$ cat src/rtl/load_queue_fu.sv
// load_queue_fu: multi-entry in-order load unit between the load issue port
// and the CDB arbiter. Entries are allocated at tail, sent to the single data
// memory port at mptr, and retired at head once the CDB acknowledges them.
// Optional feature macro: LOAD_FU_MISALIGN_CHECK_EN (misaligned loads skip
// memory and complete with out_exc set).
module load_queue_fu #(
    parameter int unsigned DEPTH = 4,
    parameter int unsigned XLEN  = 32,
    parameter int unsigned TAG_W = 5
) (
    input  logic             clock,
    input  logic             reset,
    input  logic             issue_valid,
    output logic             issue_ready,
    input  logic [XLEN-1:0]  issue_rs1,
    input  logic [XLEN-1:0]  issue_imm,
    input  logic [2:0]       issue_funct3,
    input  logic [TAG_W-1:0] issue_rob_tag,
    input  logic             flush,
    output logic             mem_req,
    output logic [XLEN-1:0]  mem_addr,
    output logic [1:0]       mem_size,
    input  logic             mem_ack,
    input  logic [XLEN-1:0]  mem_rdata,
    output logic             out_valid,
    output logic [TAG_W-1:0] out_rob_tag,
    output logic [XLEN-1:0]  out_value,
    output logic             out_exc,
    input  logic             out_ack
);

    localparam int unsigned PTR_W = (DEPTH > 1) ? $clog2(DEPTH) : 1;
    localparam int unsigned CNT_W = $clog2(DEPTH + 1);

    typedef enum logic [1:0] {
        FREE     = 2'd0,
        WAIT_MEM = 2'd1,
        DONE     = 2'd2
    } entry_state_e;

    entry_state_e     state_q  [DEPTH];
    logic [TAG_W-1:0] tag_q    [DEPTH];
    logic [XLEN-1:0]  addr_q   [DEPTH];
    logic [XLEN-1:0]  data_q   [DEPTH];
    logic [2:0]       funct3_q [DEPTH];
`ifdef LOAD_FU_MISALIGN_CHECK_EN
    logic             mis_q    [DEPTH];
    logic             exc_q    [DEPTH];
`endif

    logic [PTR_W-1:0] tail_q, mptr_q, head_q;
    logic [CNT_W-1:0] count_q;

    logic            accept;
    logic            wb_fire;
    logic            mem_fire;
    logic            mptr_skip;
    logic            mptr_waiting;
    logic [XLEN-1:0] issue_addr;

    // Sign/zero extension of returned memory data by load size
    function automatic logic [XLEN-1:0] extend(input logic [2:0] f3, input logic [XLEN-1:0] d);
        case (f3[1:0])
            2'd0:    extend = f3[2] ? XLEN'(d[7:0])  : {{(XLEN-8){d[7]}}, d[7:0]};
            2'd1:    extend = f3[2] ? XLEN'(d[15:0]) : {{(XLEN-16){d[15]}}, d[15:0]};
            default: extend = d;
        endcase
    endfunction

`ifdef LOAD_FU_MISALIGN_CHECK_EN
    // Half loads need 2-byte alignment, word loads 4-byte alignment
    function automatic logic misaligned(input logic [2:0] f3, input logic [XLEN-1:0] a);
        misaligned = ((f3[1:0] == 2'd1) && a[0]) ||
                     ((f3[1:0] == 2'd2) && (a[1:0] != 2'd0));
    endfunction
`endif

    // Handshakes and memory-port view of the entry at mptr
    always_comb begin
        issue_addr   = issue_rs1 + issue_imm;
        issue_ready  = (count_q != CNT_W'(DEPTH));
        accept       = issue_valid && issue_ready;
        mptr_waiting = (state_q[mptr_q] == WAIT_MEM);
`ifdef LOAD_FU_MISALIGN_CHECK_EN
        mptr_skip    = mptr_waiting && mis_q[mptr_q];
`else
        mptr_skip    = 1'b0;
`endif
        mem_req      = mptr_waiting && !mptr_skip;
        mem_addr     = addr_q[mptr_q];
        mem_size     = funct3_q[mptr_q][1:0];
        mem_fire     = mem_req && mem_ack;
        out_valid    = (state_q[head_q] == DONE);
        out_rob_tag  = tag_q[head_q];
        out_value    = data_q[head_q];
`ifdef LOAD_FU_MISALIGN_CHECK_EN
        out_exc      = exc_q[head_q];
`else
        out_exc      = 1'b0;
`endif
        wb_fire      = out_valid && out_ack;
    end

    // Entry storage, pointers and occupancy; flush overrides every other update
    always_ff @(posedge clock) begin
        if (reset) begin
            for (int unsigned i = 0; i < DEPTH; i++) begin
                state_q[i]  <= FREE;
                tag_q[i]    <= '0;
                addr_q[i]   <= '0;
                data_q[i]   <= '0;
                funct3_q[i] <= '0;
`ifdef LOAD_FU_MISALIGN_CHECK_EN
                mis_q[i]    <= 1'b0;
                exc_q[i]    <= 1'b0;
`endif
            end
            tail_q  <= '0;
            mptr_q  <= '0;
            head_q  <= '0;
            count_q <= '0;
        end else if (flush) begin
            for (int unsigned i = 0; i < DEPTH; i++) begin
                state_q[i] <= FREE;
            end
            tail_q  <= '0;
            mptr_q  <= '0;
            head_q  <= '0;
            count_q <= '0;
        end else begin
            if (accept) begin
                state_q[tail_q]  <= WAIT_MEM;
                tag_q[tail_q]    <= issue_rob_tag;
                addr_q[tail_q]   <= issue_addr;
                funct3_q[tail_q] <= issue_funct3;
`ifdef LOAD_FU_MISALIGN_CHECK_EN
                mis_q[tail_q]    <= misaligned(issue_funct3, issue_addr);
                exc_q[tail_q]    <= 1'b0;
`endif
                tail_q <= tail_q + PTR_W'(1);
            end
            if (mem_fire) begin
                state_q[mptr_q] <= DONE;
                data_q[mptr_q]  <= extend(funct3_q[mptr_q], mem_rdata);
                mptr_q          <= mptr_q + PTR_W'(1);
            end
`ifdef LOAD_FU_MISALIGN_CHECK_EN
            if (mptr_skip) begin
                state_q[mptr_q] <= DONE;
                data_q[mptr_q]  <= '0;
                exc_q[mptr_q]   <= 1'b1;
                mptr_q          <= mptr_q + PTR_W'(1);
            end
`endif
            if (wb_fire) begin
                state_q[head_q] <= FREE;
                head_q          <= head_q + PTR_W'(1);
            end
            if (accept && !wb_fire) begin
                count_q <= count_q + CNT_W'(1);
            end else if (!accept && wb_fire) begin
                count_q <= count_q - CNT_W'(1);
            end
        end
    end

endmodule

$ cat config.mk
export PLATFORM = sky130hd
export DESIGN_NAME = load_queue_fu
export DESIGN_NICKNAME = d
export VERILOG_FILES = /design/src/rtl/load_queue_fu.sv
export SDC_FILE = /design/constraint.sdc
export NUM_CORES = 1
export LEC_CHECK = 0
export CAP_MARGIN = 20
export CORE_UTILIZATION = 38
export DETAILED_ROUTE_END_ITERATION = 16
export PLACE_DENSITY = 0.59
export SLEW_MARGIN = 20
export SYNTH_ARGS = -nofsm -noshare
export SYNTH_HDL_FRONTEND = slang
export SYNTH_SLANG_ARGS = --single-unit
export TNS_END_PERCENT = 10
$ cat constraint.sdc
create_clock -name clock -period 5.5 [get_ports clock]
set_input_delay 1.1 -clock clock [delete_from_list [all_inputs] [get_ports clock]]
set_output_delay 1.1 -clock clock [all_outputs]
set_load 0.03 [all_outputs]
==> flow_metrics.env, run 1 <==
export IMPL_grt_overflow_total=0
export IMPL_switching_share=0.2383
export IMPL_synthToLayoutAreaGrowth_pct=23.84
export IMPL_timing_final_crit_period_ns=4.145
export IMPL_finalCritPeriodShare=0.7536
export IMPL_clock_latency_ns=0.52
export IMPL_drive_gt1_frac=0.1250
export IMPL_ant_nets=0
export IMPL_final_common_cell="edfxtp_1"
export IMPL_synth_seq_cells=309
export IMPL_outcome="complete, no violations"
export IMPL_grt_usage=0.1826
export IMPL_synth_area_leaders="edfxtp_1, mux4_2, nor2_1, ha_1, dfxtp_1"
export IMPL_synth_edf_count=288
export IMPL_gp_congestion=0.8196
export IMPL_timing_final_ws_setup_ns=1.355
export IMPL_grt_pass1_vias=10170
export IMPL_dp_cells=1825
export IMPL_clockPowerShare=0.400
export IMPL_leakage_nw=6.812
export IMPL_final_cell_mix="edfxtp_1, nor2_1, clkdlybuf4s50_1"
export IMPL_syn_num_nets=1312
export IMPL_reg2reg_depth=6
export IMPL_cts_root_buf="clkbuf_16"
export IMPL_vdd_drop_max_mv=0.1593
export IMPL_grt_setup_unrepaired="no"
export IMPL_setup_viol=0
export IMPL_cts_max_level=2
export IMPL_io_buffer_count=183
export IMPL_cp_required_ns=4.40
export IMPL_via_count=9796
export IMPL_cts_num_sinks=309
export IMPL_syn_cell_area_um2=15030
export IMPL_nets=1499
export IMPL_synth_top_area_cell="edfxtp_1"
export IMPL_rr_endpoint="data_q[1][28]"
export IMPL_min_path_type="reg2reg"
export IMPL_hold_violations=0
export IMPL_finalPower_mw=5.686
export IMPL_cts_tree="built"
export IMPL_dpl_worst_slack_ns=1.130
export IMPL_wl_um=36750
export IMPL_r2r_setup_slack_ns=1.94
export IMPL_postSynthCellCount=1156
export IMPL_synth_warnings=0
export IMPL_num_fill_cells=3469
export IMPL_worst_pin_slew_ns=0.9701
export IMPL_max_freq_mhz=241.3
export IMPL_p_int_mw=4.331
export IMPL_instances_no_fill=1886
export IMPL_pwr_share_seq=0.474
export IMPL_dieWidth_um=200.9
export IMPL_end_kind="primary output"
export IMPL_comb_power_share=0.126
export IMPL_ios=185
export IMPL_syn_avg_cell_area_um2=13.01
export IMPL_grt_max_degree=41
export IMPL_setup_tns_final_ns=0
export IMPL_clock_skew_ns=0.008364
export IMPL_postCtsSetupBuffers=0
export IMPL_die_area_um2=40360
export IMPL_die_h_um=200.9
export IMPL_slew_headroom=0.3533
export IMPL_switchingPower_mw=1.355
export IMPL_drc_errors=0
export IMPL_wire_per_inst_um=19.48
export IMPL_drt_iter0_markers=586
export IMPL_multiInputGateArea_um2=5650
export IMPL_critPathKind="reg2out"
export IMPL_cts_made_buffers=34
export IMPL_synth_top_area_frac=0.5752
export IMPL_async_flop_share=0
export IMPL_ctsResizeCount=0
export IMPL_initial_core_util=0.3872
export IMPL_synthFlopType="edfxtp_1"
export IMPL_seqCellArea_um2=9074
export IMPL_synth_cell_type_count=68
export IMPL_cts_hold_buf=0
export IMPL_ys_seq_area_frac=0.6032
export IMPL_std_cell_rows=72
export IMPL_path_clk_slew_ns=0.06
export IMPL_cp_endpoint="mem_addr[7]"
export IMPL_via_per_inst=5.194
export IMPL_num_antenna_cells=0
export IMPL_drtPass1Iterations=5
export IMPL_power_density_nw_per_um2=305.4
export IMPL_dp_final_hpwl_um=24790
export IMPL_dpl_cell_area_um2=17500
export IMPL_grt_first_pass_wirelength_um=57060
export IMPL_critical_path_max_fanout=24
export IMPL_stdcell_area_um2=18620
export IMPL_clockBufferDepth=3
export IMPL_slew_viol_final=0
export IMPL_cp_start_kind="flop"
export IMPL_hold_depth=2
export IMPL_core_area_um2=38830
export IMPL_cp_data_arrival_time_ns=3.04
export IMPL_antenna_found_initial=0
export IMPL_cap_violations=0
[critical path, stage by stage (launching register included)]
cell and delay (ns):
dfxtp_2 0.96, buf_4 0.36, mux4_2 0.57, clkdlybuf4s50_1 0.63
[cell usage after synthesis (3+ instances only)]
cell and number:
a21o_1 7, nand4_1 9, mux2i_1 4, nor3_4 3
a21oi_1 47, a211oi_1 6, o21a_1 14, clkbuf_1 38
nor3_1 14, nand3_1 16, edfxtp_1 288, o31ai_1 3
nand2_1 57, nor2_1 268, dfxtp_1 21, a31oi_1 3
or3_1 3, and2_1 63, nand2b_1 10, inv_1 22
o21ai_0 24, mux4_2 72, ha_1 44, or2_2 3
xor2_1 18, a22oi_1 4, o21bai_1 6, buf_2 13
xnor2_1 13, nor2b_1 4, nor3b_1 6, and3_1 12
[worst min-delay path by stage]
stage	from	to	slack, ns
3_5_place_dp	state_q[1][0]	state_q[1][0]	0.48
6_report	state_q[1][0]	state_q[1][0]	0.49
4_1_cts	state_q[1][0]	state_q[1][0]	0.49
2_1_floorplan	count_q[2]	count_q[2]	0.45
3_3_place_gp	state_q[1][0]	state_q[1][0]	0.47
5_1_grt	count_q[2]	count_q[2]	0.51
[power by group through the flow]
stage / Clock, mW / Sequential, mW / Combinational [mW]
final: 2.27 / 2.70 / 0.717
after global routing: 2.40 / 2.70 / 0.778
after CTS: 2.31 / 2.70 / 0.722
after detailed placement: 0 / 2.75 / 0.719
after global placement: 0 / 2.74 / 0.718
after floorplan: 0 / 2.74 / 0.427
[registers in the layout, summed over array words and instances, names as in the netlist, named ones only]
signal and cells:
mptr_q 2, tail_q 2, data_q 128, tag_q 20, count_q 3, funct3_q 12, state_q 8, addr_q 128
head_q 2
[area by class of cell]
cell class,instances,area share
Clock buffer,46,0.05208
Multi-Input combinational cell,768,0.3035
Tap cell,518,0.03481
Sequential cell,309,0.4873
Inverter,24,0.004838
Clock inverter,15,0.007795
Timing Repair Buffer,206,0.1097
[stage by stage]
step / hold slack (ns) / utilization
after floorplan: 0.4548 / -
after CTS: 0.4868 / 0.4795
final: 0.4872 / 0.4795
after detailed placement: 0.4780 / 0.4508
after global placement: 0.4725 / 0.4508
after global routing: 0.5104 / 0.4795
[routing by layer]
metal | share of wire | track usage
met5 | 0 | 0
met4 | 0.015 | 0.03980
met3 | 0.065 | 0.04253
met2 | 0.51 | 0.3240
met1 | 0.41 | 0.2253
[cells by family after synthesis]
kind of cell,count (synthesis),share of synthesized area
simple gates,479,0.1481
flops,309,0.6032
compound gates,134,0.05801
buf+inv,79,0.02180
mux,77,0.1113
fa+ha+maj,46,0.03928
xor+xnor,31,0.01806
other cells,1,0.0002494
(Power assumes the default switching activity.)
==> run 2: changes to the inputs <==
--- a/config.mk
+++ b/config.mk
@@ -8,7 +8,7 @@
 export CAP_MARGIN = 20
 export CORE_UTILIZATION = 38
 export DETAILED_ROUTE_END_ITERATION = 16
-export PLACE_DENSITY = 0.59
+export PLACE_DENSITY = 0.61
 export SLEW_MARGIN = 20
 export SYNTH_ARGS = -nofsm -noshare
 export SYNTH_HDL_FRONTEND = slang
==> constraint.sdc (replaced) <==
create_clock -name clock -period 3.66 [get_ports clock]
set_input_delay 0.732 -clock clock [delete_from_list [all_inputs] [get_ports clock]]
set_output_delay 0.732 -clock clock [all_outputs]
set_load 0.03 [all_outputs]
==> flow_metrics.env, run 2 (same netlist as run 1, synthesis figures left out) <==
export IMPL_dp_final_hpwl_um=24630
export IMPL_stdcell_area_um2=18870
export IMPL_final_cell_mix="edfxtp_1, nor2_1, clkdlybuf4s50_1"
export IMPL_io_buffer_count=183
export IMPL_seqCellArea_um2=9074
export IMPL_die_area_um2=40360
export IMPL_fin_util=0.4861
export IMPL_cts_made_buffers=34
export IMPL_postCtsSetupBuffers=0
export IMPL_worst_pin_slew_ns=0.6957
export IMPL_timing_final_ws_setup_ns=0.3184
export IMPL_cts_max_level=2
export IMPL_cp_top_family="buffers and inverters"
export IMPL_via_per_inst=5.183
export IMPL_setup_viol=0
export IMPL_drc_errors=0
export IMPL_end_kind="primary output"
export IMPL_grt_usage=0.1830
export IMPL_crit_path_cell_trace="buf_4, mux4_2, clkdlybuf4s50_1"
export IMPL_num_fill_cells=3461
export IMPL_cp_data_arrival_time_ns=2.61
export IMPL_slew_viol_final=0
export IMPL_synthToLayoutAreaGrowth_pct=25.53
export IMPL_finalCritPeriodShare=0.9130
export IMPL_cts_root_buf="clkbuf_16"
export IMPL_dpl_worst_slack_ns=-0.03793
export IMPL_grt_first_pass_wirelength_um=57080
export IMPL_cp_slowest_cell="clkdlybuf4s50_1"
export IMPL_drt_iter0_markers=676
export IMPL_gp_congestion=0.8326
export IMPL_ios=185
export IMPL_r2r_setup_slack_ns=0.82
export IMPL_die_h_um=200.9
export IMPL_critPathKind="reg2out"
export IMPL_std_cell_rows=72
export IMPL_cts_tree="built"
export IMPL_drtPass1Iterations=5
export IMPL_hold_violations=0
export IMPL_cp_required_ns=2.93
export IMPL_antenna_found_initial=2
export IMPL_clock_skew_ns=0.02851
export IMPL_nets=1522
export IMPL_final_common_cell="edfxtp_1"
export IMPL_outcome="complete, no violations"
export IMPL_wl_um=36890
export IMPL_initial_core_util=0.3872
export IMPL_grt_setup_unrepaired="no"
export IMPL_ctsResizeCount=0
export IMPL_vdd_drop_max_mv=0.2717
export IMPL_dieWidth_um=200.9
export IMPL_drive_gt1_frac=0.1388
export IMPL_cap_violations=0
export IMPL_min_path_type="reg2reg"
export IMPL_slew_headroom=0.5345
export IMPL_grt_max_degree=41
export IMPL_core_area_um2=38830
export IMPL_leakage_nw=6.943
export IMPL_grt_overflow_total=0
export IMPL_clock_latency_ns=0.52
export IMPL_power_density_nw_per_um2=456.7
export IMPL_critical_path_max_fanout=14
export IMPL_ant_nets=0
export IMPL_cts_hold_buf=0
export IMPL_cts_num_sinks=309
export IMPL_clockBufferDepth=3
export IMPL_path_clk_slew_ns=0.06
export IMPL_grt_pass1_vias=10190
export IMPL_timing_final_crit_period_ns=3.342
export IMPL_worst_path_buf_inv=2
export IMPL_max_freq_mhz=299.3
export IMPL_max_stage_delay_ns=0.67
export IMPL_wire_per_inst_um=19.32
export IMPL_multiInputGateArea_um2=5650
export IMPL_cp_start_kind="flop"
export IMPL_dpl_cell_area_um2=17740
export IMPL_via_count=9899
export IMPL_top_regs="addr_q x128, data_q x128, tag_q x20"
[run 2: path summary, 6_finish.rpt]
kind | from | to | cells after the start
max reg2reg | flop | data_q[0][23] | 8
min | count_q[2] | count_q[2] | 2
max | flop | mem_req | 3
min reg2reg | count_q[2] | count_q[2] | 2
[run 2: per-layer routing]
metal  routed length (um)  global-route usage  vias to the layer above
met1                15010              0.2264                     4865
li1                     -                   -                     4684
met3                 2285             0.02922                       55
met4                  896             0.05834                        0
met2                18700              0.3256                      295
met5                    0                   0                        -
[run 2: cell type report]
cell class	instances	share of cell area
Clock buffer	48	0.05005
Antenna cell	2	0.0002652
Tap cell	518	0.03434
Inverter	24	0.004773
Clock inverter	12	0.009745
Multi-Input combinational cell	768	0.2994
Timing Repair Buffer	229	0.1207
Sequential cell	309	0.4808
[run 2: power by group]
| group | internal [mW] | total (mW) | leakage [nW] | switching, mW |
|---|---|---|---|---|
| clock | 2.15 | 3.47 | 0.548 | 1.32 |
| sequential | 4.01 | 4.05 | 3.14 | 0.0388 |
| combinational | 0.451 | 1.10 | 3.25 | 0.649 |
[run 2: through the flow]
step | setup TNS, ns | total power [mW] | cells | hold slack [ns]
after floorplan | 0 | 4.752 | 1156 | 0.4548
after global placement | 0 | 5.214 | 1848 | 0.4698
after detailed placement | -0.1061 | 5.225 | 1848 | 0.4788
after CTS | 0 | 8.695 | 1908 | 0.4870
after global routing | 0 | 8.906 | 1908 | 0.5063
final | 0 | 8.618 | 1910 | 0.4833
[run 2: worst reg2reg max path, cell delays in order, from the launching register on]
cell and delay [ns]:
dfxtp_2 0.50, buf_4 0.37, mux4_2 0.57, and2_1 0.25, nand2_4 0.20, nor3_4 0.05
buf_4 0.20, nand2_2 0.34, nor2_1 0.10
==> run 3: changes to the inputs <==
--- a/config.mk
+++ b/config.mk
@@ -6,9 +6,12 @@
 export NUM_CORES = 1
 export LEC_CHECK = 0
 export CAP_MARGIN = 20
-export CORE_UTILIZATION = 38
+export CELL_PAD_IN_SITES_DETAIL_PLACEMENT = 0
+export CELL_PAD_IN_SITES_GLOBAL_PLACEMENT = 2
+export CORE_UTILIZATION = 35
+export CTS_BUF_LIST = sky130_fd_sc_hd__clkbuf_4 sky130_fd_sc_hd__clkbuf_8 sky130_fd_sc_hd__clkbuf_16
 export DETAILED_ROUTE_END_ITERATION = 16
-export PLACE_DENSITY = 0.61
+export PLACE_DENSITY = 0.78
 export SLEW_MARGIN = 20
 export SYNTH_ARGS = -nofsm -noshare
 export SYNTH_HDL_FRONTEND = slang
==> flow_metrics.env, run 3 (same netlist as run 1, synthesis figures left out) <==
export IMPL_cp_start_kind="flop"
export IMPL_cp_required_ns=2.93
export IMPL_core_area_um2=42130
export IMPL_drive_gt1_frac=0.1501
export IMPL_dpl_cell_area_um2=17790
export IMPL_die_area_um2=43790
export IMPL_top_layer="met4"
export IMPL_grt_setup_unrepaired="no"
export IMPL_std_cell_rows=75
export IMPL_top_regs="addr_q x128, data_q x128, tag_q x20"
export IMPL_end_kind="primary output"
export IMPL_worst_pin_slew_ns=0.8902
export IMPL_hold_violations=0
export IMPL_crit_path_cell_trace="buf_4, mux4_2, clkdlybuf4s50_1"
export IMPL_gp_congestion=0.7751
export IMPL_wl_um=38450
export IMPL_ant_nets=0
export IMPL_critical_path_max_fanout=30
export IMPL_max_freq_mhz=288.2
export IMPL_finalCritPeriodShare=0.9482
export IMPL_cts_num_sinks=309
export IMPL_antenna_found_initial=1
export IMPL_timing_final_crit_period_ns=3.470
export IMPL_routedLengthMet1_um=16440
export IMPL_via_count=9848
export IMPL_cts_hold_buf=0
export IMPL_die_h_um=209.3
export IMPL_setup_viol=0
export IMPL_r2r_setup_slack_ns=0.80
export IMPL_synthToLayoutAreaGrowth_pct=25.82
export IMPL_clockBufferDepth=3
export IMPL_final_cell_mix="edfxtp_1, nor2_1, clkdlybuf4s50_1"
export IMPL_dieWidth_um=209.3
export IMPL_grt_pass1_vias=10390
export IMPL_outcome="complete, no violations"
export IMPL_cts_made_buffers=35
export IMPL_critPathKind="reg2out"
export IMPL_postCtsSetupBuffers=0
export IMPL_drtPass1Iterations=5
export IMPL_ios=185
export IMPL_dp_final_hpwl_um=25770
export IMPL_wl_met2_um=19380
export IMPL_clock_skew_ns=0.01076
export IMPL_cts_tree="built"
export IMPL_final_common_cell="edfxtp_1"
export IMPL_leakage_nw=6.971
export IMPL_cp_endpoint="out_value[0]"
export IMPL_cp_data_arrival_time_ns=2.74
export IMPL_min_path_type="reg2reg"
export IMPL_slew_viol_final=0
export IMPL_vdd_drop_max_mv=0.2671
export IMPL_wire_per_inst_um=19.90
export IMPL_via_per_inst=5.097
export IMPL_grt_first_pass_wirelength_um=59290
export IMPL_clock_latency_ns=0.51
export IMPL_cp_slowest_cell="dfxtp_2"
export IMPL_cap_violations=0
export IMPL_slew_headroom=0.4066
export IMPL_num_fill_cells=3854
export IMPL_ctsResizeCount=0
export IMPL_reg2reg_depth=9
export IMPL_grt_usage=0.1773
export IMPL_finalPower_mw=8.587
export IMPL_stdcell_area_um2=18920
export IMPL_drc_errors=0
export IMPL_initial_core_util=0.3568
export IMPL_cts_max_level=2
export IMPL_io_buffer_count=183
export IMPL_dr_wl_met3_um=2048
export IMPL_power_density_nw_per_um2=454.0
export IMPL_setup_tns_final_ns=0
export IMPL_drt_iter0_markers=598
export IMPL_fin_util=0.4489
export IMPL_nets=1525
export IMPL_grt_overflow_total=0
export IMPL_path_clk_slew_ns=0.06
export IMPL_rr_endpoint="count_q[2]"
export IMPL_cts_root_buf="clkbuf_16"
export IMPL_max_stage_delay_ns=0.91
export IMPL_grt_max_degree=42
==> run 3: cell count changes in the layout (fill, tap and decap cells not counted), sizes merged <==
cell / before / now
buf: 46 / 48
bufinv: 5 / 2
clkbuf: 48 / 45
clkinv: 7 / 13
diode: 2 / 1
==> run 3: how the worst min path moves through the flow <==
| stage | start | endpoint | cells after the start |
|---|---|---|---|
| after global placement | count_q[2] | count_q[2] | 2 |
| after global routing | count_q[2] | count_q[2] | 2 |
| after floorplan | count_q[2] | count_q[2] | 2 |
| final | state_q[1][0] | state_q[1][0] | 2 |
| after CTS | state_q[1][0] | state_q[1][0] | 2 |
| after detailed placement | state_q[1][0] | state_q[1][0] | 2 |
==> run 3: through the flow <==
step | setup WS [ns] | hold slack (ns) | instances
finish | 0.1897 | 0.4897 | 1932
global route | 0.06254 | 0.5389 | 1932
CTS | 0.06237 | 0.4925 | 1931
detailed placement | 0.1146 | 0.4841 | 1871
global placement | 0.1229 | 0.4682 | 1871
floorplan | 0.4153 | 0.4548 | 1156
==> run 3: critical path: cells and delay by family (launching register included) <==
kind / cells / cell delay, ns
mux: 1 / 0.33
buf+inv: 2 / 0.97
flops: 1 / 0.91
==> run 3: layout make-up <==
cell class              instances  area (um^2)  area share
clock buffers                  45        985.9     0.05212
flip-flops and latches        309         9074      0.4797
repair buffers                231         2292      0.1212
inverters                      24        90.09    0.004763
clock inverters                15        136.4    0.007210
diodes                          1        2.502   0.0001323
well taps                     539        674.4     0.03565
multi-input cells             768         5660      0.2992
==> run 3: power breakdown <==
| group | internal, mW | switching [mW] |
|---|---|---|
| clock network | 2.05 | 1.37 |
| registers | 4.01 | 0.0394 |
| logic | 0.460 | 0.662 |
==> run 3: routing by layer <==
| layer | vias to the layer above | track usage |
|---|---|---|
| li1 | 4686 | - |
| met4 | 0 | 0.04310 |
| met2 | 254 | 0.3130 |
| met1 | 4868 | 0.2285 |
| met5 | - | 0 |
| met3 | 40 | 0.02663 |
